<file path="src/rtl/decoder_ctrl_fsm_if.sv">
// Instruction-field and control-output bundle between an instruction source and decoder_ctrl_fsm.
interface decoder_ctrl_fsm_if #(
   parameter int unsigned ALU_W = 3
);
   logic             instr_valid;
   logic [3:0]       rd;
   logic [1:0]       op;
   logic [5:0]       funct;
   logic [3:0]       m_bits;
   logic             m_busy;

   logic             pcs;
   logic             reg_w;
   logic             mem_w;
   logic             mem_to_reg;
   logic             alu_src;
   logic [1:0]       imm_src;
   logic [1:0]       reg_src;
   logic             no_write;
   logic [ALU_W-1:0] alu_control;
   logic [1:0]       flag_w;
   logic             m_start;
   logic [1:0]       m_cycle_op;
   logic             stall;
   logic             dec_valid;
   logic             undef;

   modport master (
      output instr_valid, rd, op, funct, m_bits, m_busy,
      input  pcs, reg_w, mem_w, mem_to_reg, alu_src, imm_src, reg_src, no_write,
             alu_control, flag_w, m_start, m_cycle_op, stall, dec_valid, undef
   );

   modport slave (
      input  instr_valid, rd, op, funct, m_bits, m_busy,
      output pcs, reg_w, mem_w, mem_to_reg, alu_src, imm_src, reg_src, no_write,
             alu_control, flag_w, m_start, m_cycle_op, stall, dec_valid, undef
   );
endinterface

</file>
<file path="src/rtl/decoder_ctrl_fsm.sv">
// Instruction decoder with a multi-cycle (MUL/DIV) sequencing FSM; all control outputs registered.
// DIV support is enabled by defining DECODER_CTRL_DIV_EN.
module decoder_ctrl_fsm #(
   parameter int unsigned ALU_W      = 3,
   parameter int unsigned MC_TIMEOUT = 64
) (
   input  logic              clk_i,
   input  logic              rst_i,
   decoder_ctrl_fsm_if.slave bus_if
);
   localparam int unsigned      CNT_W    = $clog2(MC_TIMEOUT);
   localparam int unsigned      ALU_LIM  = 1 << ALU_W;
   localparam logic [CNT_W-1:0] CNT_LAST = CNT_W'(MC_TIMEOUT - 1);

   localparam logic [1:0] OP_DP  = 2'b00;
   localparam logic [1:0] OP_MEM = 2'b01;
   localparam logic [1:0] OP_BR  = 2'b10;

   localparam logic [3:0] CMD_AND = 4'd0;
   localparam logic [3:0] CMD_EOR = 4'd1;
   localparam logic [3:0] CMD_SUB = 4'd2;
   localparam logic [3:0] CMD_ADD = 4'd4;
   localparam logic [3:0] CMD_TST = 4'd8;
   localparam logic [3:0] CMD_CMP = 4'd10;
   localparam logic [3:0] CMD_CMN = 4'd11;
   localparam logic [3:0] CMD_ORR = 4'd12;

   typedef enum logic [1:0] {IDLE, MC_START, MC_WAIT, MC_DONE} state_e;

   typedef struct packed {
      logic             pcs;
      logic             reg_w;
      logic             mem_w;
      logic             mem_to_reg;
      logic             alu_src;
      logic [1:0]       imm_src;
      logic [1:0]       reg_src;
      logic             no_write;
      logic [ALU_W-1:0] alu_control;
      logic [1:0]       flag_w;
      logic             m_start;
      logic [1:0]       m_cycle_op;
      logic             stall;
      logic             dec_valid;
      logic             undef;
   } ctrl_t;

   state_e           state_q, state_d;
   logic [CNT_W-1:0] cnt_q, cnt_d;
   logic [3:0]       rd_q, rd_d;
   ctrl_t            ctrl_q, ctrl_d;

   ctrl_t      dec;
   logic       legal;
   logic       is_mc;
   logic [1:0] mc_op;
   logic [2:0] alu_code;
   logic [3:0] cmd;

   // Single-cycle decode of the presented instruction, including the undefined-instruction squash.
   always_comb begin
      dec      = '0;
      legal    = 1'b1;
      is_mc    = 1'b0;
      mc_op    = 2'b00;
      alu_code = 3'd0;
      cmd      = bus_if.funct[4:1];
      case (bus_if.op)
         OP_DP: begin
            if (!bus_if.funct[5] && bus_if.m_bits == 4'b1001) begin
               if (cmd == CMD_AND) begin
                  is_mc = 1'b1;
               end
`ifdef DECODER_CTRL_DIV_EN
               else if (cmd == CMD_EOR) begin
                  is_mc = 1'b1;
                  mc_op = 2'b01;
               end
`endif
               else begin
                  legal = 1'b0;
               end
            end else begin
               case (cmd)
                  CMD_ADD, CMD_CMN: alu_code = 3'd0;
                  CMD_SUB, CMD_CMP: alu_code = 3'd1;
                  CMD_AND, CMD_TST: alu_code = 3'd2;
                  CMD_ORR:          alu_code = 3'd3;
                  CMD_EOR:          alu_code = 3'd4;
                  default:          legal    = 1'b0;
               endcase
               dec.no_write = (cmd == CMD_CMP) || (cmd == CMD_CMN) || (cmd == CMD_TST);
               dec.reg_w    = !dec.no_write;
               dec.alu_src  = bus_if.funct[5];
               if (bus_if.funct[0]) begin
                  dec.flag_w = (alu_code <= 3'd1) ? 2'b11 : 2'b10;
               end
            end
         end
         OP_MEM: begin
            dec.alu_src = 1'b1;
            dec.imm_src = 2'b01;
            alu_code    = bus_if.funct[3] ? 3'd0 : 3'd1;
            if (bus_if.funct[0]) begin
               dec.reg_w      = 1'b1;
               dec.mem_to_reg = 1'b1;
            end else begin
               dec.mem_w   = 1'b1;
               dec.reg_src = 2'b10;
            end
         end
         OP_BR: begin
            dec.pcs     = 1'b1;
            dec.alu_src = 1'b1;
            dec.imm_src = 2'b10;
            dec.reg_src = 2'b01;
         end
         default: legal = 1'b0;
      endcase
      if (32'(alu_code) >= ALU_LIM) begin
         legal = 1'b0;
      end
      dec.alu_control = ALU_W'(alu_code);
      dec.pcs         = dec.pcs | ((bus_if.rd == 4'hF) && dec.reg_w);
      if (!legal) begin
         dec.undef  = 1'b1;
         dec.reg_w  = 1'b0;
         dec.mem_w  = 1'b0;
         dec.pcs    = 1'b0;
         dec.flag_w = 2'b00;
      end
      dec.dec_valid = 1'b1;
   end

   // Next state and next registered outputs; MC_DONE accepts a new instruction just like IDLE.
   always_comb begin
      state_d             = state_q;
      cnt_d               = cnt_q;
      rd_d                = rd_q;
      ctrl_d              = '0;
      ctrl_d.m_cycle_op   = ctrl_q.m_cycle_op;
      case (state_q)
         IDLE, MC_DONE: begin
            state_d = IDLE;
            if (bus_if.instr_valid) begin
               if (is_mc) begin
                  state_d           = MC_START;
                  rd_d              = bus_if.rd;
                  ctrl_d.m_start    = 1'b1;
                  ctrl_d.stall      = 1'b1;
                  ctrl_d.m_cycle_op = mc_op;
               end else begin
                  ctrl_d            = dec;
                  ctrl_d.m_cycle_op = ctrl_q.m_cycle_op;
               end
            end
         end
         MC_START: begin
            state_d      = MC_WAIT;
            cnt_d        = '0;
            ctrl_d.stall = 1'b1;
         end
         MC_WAIT: begin
            ctrl_d.stall = 1'b1;
            if (!bus_if.m_busy) begin
               state_d          = MC_DONE;
               ctrl_d.stall     = 1'b0;
               ctrl_d.dec_valid = 1'b1;
               ctrl_d.reg_w     = 1'b1;
               ctrl_d.pcs       = (rd_q == 4'hF);
            end else if (cnt_q == CNT_LAST) begin
               state_d          = IDLE;
               ctrl_d.stall     = 1'b0;
               ctrl_d.dec_valid = 1'b1;
               ctrl_d.undef     = 1'b1;
            end else begin
               cnt_d = cnt_q + CNT_W'(1);
            end
         end
         default: state_d = IDLE;
      endcase
   end

   always_ff @(posedge clk_i or posedge rst_i) begin
      if (rst_i) begin
         state_q <= IDLE;
         cnt_q   <= '0;
         rd_q    <= '0;
         ctrl_q  <= '0;
      end else begin
         state_q <= state_d;
         cnt_q   <= cnt_d;
         rd_q    <= rd_d;
         ctrl_q  <= ctrl_d;
      end
   end

   assign bus_if.pcs         = ctrl_q.pcs;
   assign bus_if.reg_w       = ctrl_q.reg_w;
   assign bus_if.mem_w       = ctrl_q.mem_w;
   assign bus_if.mem_to_reg  = ctrl_q.mem_to_reg;
   assign bus_if.alu_src     = ctrl_q.alu_src;
   assign bus_if.imm_src     = ctrl_q.imm_src;
   assign bus_if.reg_src     = ctrl_q.reg_src;
   assign bus_if.no_write    = ctrl_q.no_write;
   assign bus_if.alu_control = ctrl_q.alu_control;
   assign bus_if.flag_w      = ctrl_q.flag_w;
   assign bus_if.m_start     = ctrl_q.m_start;
   assign bus_if.m_cycle_op  = ctrl_q.m_cycle_op;
   assign bus_if.stall       = ctrl_q.stall;
   assign bus_if.dec_valid   = ctrl_q.dec_valid;
   assign bus_if.undef       = ctrl_q.undef;
endmodule

</file>
<file path="src/flat_wrapper.sv">
// flat-port wrapper written by rule: the top's interface ports become plain ports
module decoder_ctrl_fsm_flat 
#(
   parameter int unsigned ALU_W      = 3,
   parameter int unsigned MC_TIMEOUT = 64
)
  (clk_i, rst_i, bus_if_instr_valid, bus_if_rd, bus_if_op, bus_if_funct, bus_if_m_bits, bus_if_m_busy, bus_if_pcs, bus_if_reg_w, bus_if_mem_w, bus_if_mem_to_reg, bus_if_alu_src, bus_if_imm_src, bus_if_reg_src, bus_if_no_write, bus_if_alu_control, bus_if_flag_w, bus_if_m_start, bus_if_m_cycle_op, bus_if_stall, bus_if_dec_valid, bus_if_undef);
  decoder_ctrl_fsm_if #(.ALU_W(ALU_W)) bus_if_i ();
  input  logic clk_i;
  input  logic rst_i;
  input wire logic [$bits(bus_if_i.instr_valid)-1:0] bus_if_instr_valid;
  input wire logic [$bits(bus_if_i.rd)-1:0] bus_if_rd;
  input wire logic [$bits(bus_if_i.op)-1:0] bus_if_op;
  input wire logic [$bits(bus_if_i.funct)-1:0] bus_if_funct;
  input wire logic [$bits(bus_if_i.m_bits)-1:0] bus_if_m_bits;
  input wire logic [$bits(bus_if_i.m_busy)-1:0] bus_if_m_busy;
  output wire logic [$bits(bus_if_i.pcs)-1:0] bus_if_pcs;
  output wire logic [$bits(bus_if_i.reg_w)-1:0] bus_if_reg_w;
  output wire logic [$bits(bus_if_i.mem_w)-1:0] bus_if_mem_w;
  output wire logic [$bits(bus_if_i.mem_to_reg)-1:0] bus_if_mem_to_reg;
  output wire logic [$bits(bus_if_i.alu_src)-1:0] bus_if_alu_src;
  output wire logic [$bits(bus_if_i.imm_src)-1:0] bus_if_imm_src;
  output wire logic [$bits(bus_if_i.reg_src)-1:0] bus_if_reg_src;
  output wire logic [$bits(bus_if_i.no_write)-1:0] bus_if_no_write;
  output wire logic [$bits(bus_if_i.alu_control)-1:0] bus_if_alu_control;
  output wire logic [$bits(bus_if_i.flag_w)-1:0] bus_if_flag_w;
  output wire logic [$bits(bus_if_i.m_start)-1:0] bus_if_m_start;
  output wire logic [$bits(bus_if_i.m_cycle_op)-1:0] bus_if_m_cycle_op;
  output wire logic [$bits(bus_if_i.stall)-1:0] bus_if_stall;
  output wire logic [$bits(bus_if_i.dec_valid)-1:0] bus_if_dec_valid;
  output wire logic [$bits(bus_if_i.undef)-1:0] bus_if_undef;
  assign bus_if_i.instr_valid = bus_if_instr_valid;
  assign bus_if_i.rd = bus_if_rd;
  assign bus_if_i.op = bus_if_op;
  assign bus_if_i.funct = bus_if_funct;
  assign bus_if_i.m_bits = bus_if_m_bits;
  assign bus_if_i.m_busy = bus_if_m_busy;
  assign bus_if_pcs = bus_if_i.pcs;
  assign bus_if_reg_w = bus_if_i.reg_w;
  assign bus_if_mem_w = bus_if_i.mem_w;
  assign bus_if_mem_to_reg = bus_if_i.mem_to_reg;
  assign bus_if_alu_src = bus_if_i.alu_src;
  assign bus_if_imm_src = bus_if_i.imm_src;
  assign bus_if_reg_src = bus_if_i.reg_src;
  assign bus_if_no_write = bus_if_i.no_write;
  assign bus_if_alu_control = bus_if_i.alu_control;
  assign bus_if_flag_w = bus_if_i.flag_w;
  assign bus_if_m_start = bus_if_i.m_start;
  assign bus_if_m_cycle_op = bus_if_i.m_cycle_op;
  assign bus_if_stall = bus_if_i.stall;
  assign bus_if_dec_valid = bus_if_i.dec_valid;
  assign bus_if_undef = bus_if_i.undef;
  decoder_ctrl_fsm #(.ALU_W(ALU_W), .MC_TIMEOUT(MC_TIMEOUT)) u_core (.clk_i(clk_i), .rst_i(rst_i), .bus_if(bus_if_i));
endmodule
</file>
<file path="config.mk">
export PLATFORM = sky130hd
export DESIGN_NAME = decoder_ctrl_fsm_flat
export DESIGN_NICKNAME = d
export VERILOG_FILES = /design/src/rtl/decoder_ctrl_fsm_if.sv /design/src/rtl/decoder_ctrl_fsm.sv /design/src/flat_wrapper.sv
export SDC_FILE = /design/constraint.sdc
export NUM_CORES = 1
export LEC_CHECK = 0
export CAP_MARGIN = 20
export CORE_ASPECT_RATIO = 0.8
export CORE_UTILIZATION = 45
export DETAILED_ROUTE_END_ITERATION = 8
export GPL_ROUTABILITY_DRIVEN = 1
export HOLD_SLACK_MARGIN = 0.06
export PLACE_DENSITY = 0.76
export SYNTH_ARGS = -nofsm -noshare
export SYNTH_HDL_FRONTEND = slang
export SYNTH_SLANG_ARGS = --single-unit
export TNS_END_PERCENT = 100
</file>
<file path="constraint.sdc">
create_clock -name clk_i -period 2.72 [get_ports clk_i]
set_input_delay 0.544 -clock clk_i [delete_from_list [all_inputs] [get_ports clk_i]]
set_output_delay 0.544 -clock clk_i [all_outputs]
set_load 0.02 [all_outputs]
</file>
==> summary.md <==
| Metric | Value |
|---|---|
| Drt first pass iters | `4` |
| Commonest cells in the netlist | `29 x dfrtp_1, 12 x nand2_1, 11 x nor2_1, 8 x and3_1, 8 x ha_1` |
| RSZ-0062 raised after global routing | `false` |
| Post-Syn Area | `around 1500 sq um` |
| Routed len/inst | `13.58 um` |
| Static leakage | `0.9288 nW` |
| Largest net degree at the start of global routing | `30` |
| Clock transition at the registers of the reported paths | `roughly 60 ps` |
| Horiz. Die Dim | `roughly 67 um` |
| Yosys cell types | `40` |
| Worst setup SP type | `input pin` |
| Layout cells sized above 1 | `13.44%` |
| TritonCTS Buffers | `5` |
| Sw power | `0.2176 mW` |
| Hold depth | `1` |
| Hold Buf Count CTS | `0` |
| Setup-failing EPs final | `0` |
| Grt ovf | `0` |
| Post-Place Worst Slack | `83.03 ps` |
| Vias | `1161` |
| Ant diodes | `0` |
| Seq pwr share | `46.8%` |
| Setup repair bufs after CTS | `0` |
| Power Density | `about 470 nW/um^2` |
| Critical path class | `in2reg` |
| Final #Nets | `213` |
| CP Data Arrival Time | `2570 ps` |
| Global-route wire length before repair | `4940 um` |
| Final Cycle Share | `86.83%` |
| CTS sink count | `29` |
| Routed WL | `3069 um` |
| Peak supply drop | `approximately 0.00033 V` |
| IO Count | `41` |
| Die height | `approximately 54 um` |
| CTS resizes | `0` |
| Ys flop type | `dfrtp_1` |
| Slew Limit Fails | `0` |
| Hold Slack | `roughly 520 ps` |
| Share of flip-flops with an asynchronous set or reset | `100.0%` |
| Fin crit period | `2362 ps` |
| Combinational share of power | `13.2%` |
| CP cell instances | `clkdlybuf4s50_1 > inv_1 > ha_1 > nor4b_2 > and4b_4 > a311o_2 > a211o_1 > a21oi_2` |
| Register area | `725.7 sq um` |
| Initial Util | `48.20%` |
| Crit end category | `register` |
| Antenna viol nets, final | `0` |
| Clk pwr share | `40.1%` |
| CTS tree | `yes` |
| Worst Reg-to-Reg Cells | `6` |
| Register area share after synthesis | `48.09%` |
| HPWL Detailed | `roughly 2300 um` |
| Slowest cell on crit path | `clkdlybuf4s50_1` |
| P_int | `roughly 0.73 mW` |
| Initial antenna violation count | `0` |
| Endpoints failing hold | `0` |
| Gp weighted congestion | `around 0.82` |
| Max Cap Violations | `0` |
| Max FO, Critical Path | `5` |
| Max reg flops | `6` |
| Number of synthesized flops with an enable pin | `0` |
| Status | `finished clean` |
| Layout area overhead | `33.91%` |
| Initial DRC count | `23` |
| Sw frac | `between 20% and 30%` |
| Gate count of the mapped netlist | `approximately 140` |
| Synth area leaders | `dfrtp_1 48%, ha_1 6.6%, mux2_2 3.7%` |
| Final Skew | `3.666 ps` |
| All-layer global routing usage | `19.73%` |
| F_max | `0.4234 GHz` |
| Num rows | `18` |
| Die ar. | `between 3000 and 4000 sq um` |
| Syn_area_per_cell | `10.55 sq um` |
| Cell taking the most area after synthesis | `dfrtp_1` |
| Largest stage delay, worst path | `about 500 ps` |
| Maximum buffer depth of the clock tree | `2` |
| Htree depth | `2` |
| Worst-Skew Late Latency | `between 200 and 300 ps` |
| DRC errors left | `0` |
| Synth top area share | `48.09%` |
| HP Class | `reg2reg` |
| Final setup TNS | `0 ps` |
| Most flop-heavy register | `u_core.cnt_q` |
| Core area | `around 3100 sq um` |
| Vias in the first global route | `1095` |
| Top-count cell post-synth | `dfrtp_1` |
| Multi-input gate area | `699.4 sq um` |
| Buffers added on ports | `38` |
| Synth Warn # | `0` |
| Number of synthesized register bits | `29` |
| Clk root buf | `clkbuf_8` |
| Worst Path Required | `2930 ps` |
| FILL cells | `250` |
| Setup ws final | `358.3 ps` |
| DR vias/cell | `5.137` |
==> critical path, delay by kind of cell <==
kind / cells / cell delay, ps
buf+inv: 2 / 610
fa+ha+maj: 1 / 220
simple gates: 2 / 390
compound gates: 3 / 820
==> power by group through the flow <==
| stage | Combinational, mW | Sequential [mW] | Clock (mW) |
|---|---|---|---|
| 5_1_grt | 0.137 | 0.444 | 0.409 |
| 3_3_place_gp | 0.122 | 0.451 | 0 |
| 3_5_place_dp | 0.124 | 0.451 | 0 |
| 2_1_floorplan | 0.0544 | 0.461 | 0 |
| 6_report | 0.125 | 0.444 | 0.380 |
| 4_1_cts | 0.125 | 0.444 | 0.387 |
==> kinds of logic after synthesis <==
kind of cell    after synthesis  synth area share (%)
simple gates                 59                 23.05
flops                        29                 48.09
compound gates               19                 8.873
buf+inv                      16                 5.804
fa+ha+maj                     8                 6.634
mux                           6                 4.394
xor+xnor                      5                 2.902
other cells                   1                0.2485
==> final timing paths <==
kind	to	slack, ps	start
worst max-delay path	u_core.bus_if.undef	360	bus_if_op[0]
worst min-delay path	u_core.rd_q[0]	520	u_core.rd_q[0]
worst max register to register	u_core.rd_q[3]	960	u_core.state_q[0]
worst min register to register	u_core.rd_q[0]	520	u_core.rd_q[0]
max in group asynchronous	u_core.bus_if.imm_src[0]	1830	rst_i
min in group asynchronous	u_core.cnt_q[4]	630	rst_i
==> final cells by class <==
class | instances | area share (%)
clock inverter | 1 | 0.2477
tap | 40 | 2.477
inverter | 7 | 1.300
sequential | 29 | 35.91
timing repair buffer | 43 | 20.68
multi-input combinational | 99 | 34.61
clock buffer | 7 | 4.768
==> per-layer routing <==
metal  track usage (%)  part of all wire, %  vias up
li1                  -                    -      575
met1             24.39                   47      546
met2             32.15                   45       33
met3             6.356                  5.8        7
met4             8.156                  1.4        0
met5                 0                    0        -
==> through the flow <==
stage	cell area, sq um	util, %	total power, mW	std cells
6_report	2021	64.55	0.9486	226
4_1_cts	2021	64.55	0.9556	226
3_3_place_gp	1919	61.31	0.5727	218
3_5_place_dp	1919	61.31	0.5756	218
2_1_floorplan	1513	-	0.5150	144
5_1_grt	2021	64.55	0.9894	226
==> cells in the final DEF, fill, tap and decap left out, drive strengths merged, types with 5 or more instances in the layout <==
master | Yosys | final
clkdlybuf4s50 | 0 | 38
dfrtp | 29 | 29
nand2 | 12 | 12
nor2 | 11 | 11
and3 | 8 | 8
ha | 8 | 8
inv | 7 | 7
clkbuf | 4 | 7
nor2b | 6 | 6
nand2b | 5 | 5
xor2 | 5 | 5
mux2 | 5 | 5
buf | 5 | 5
Note: power is estimated with default switching activity, not from simulation.
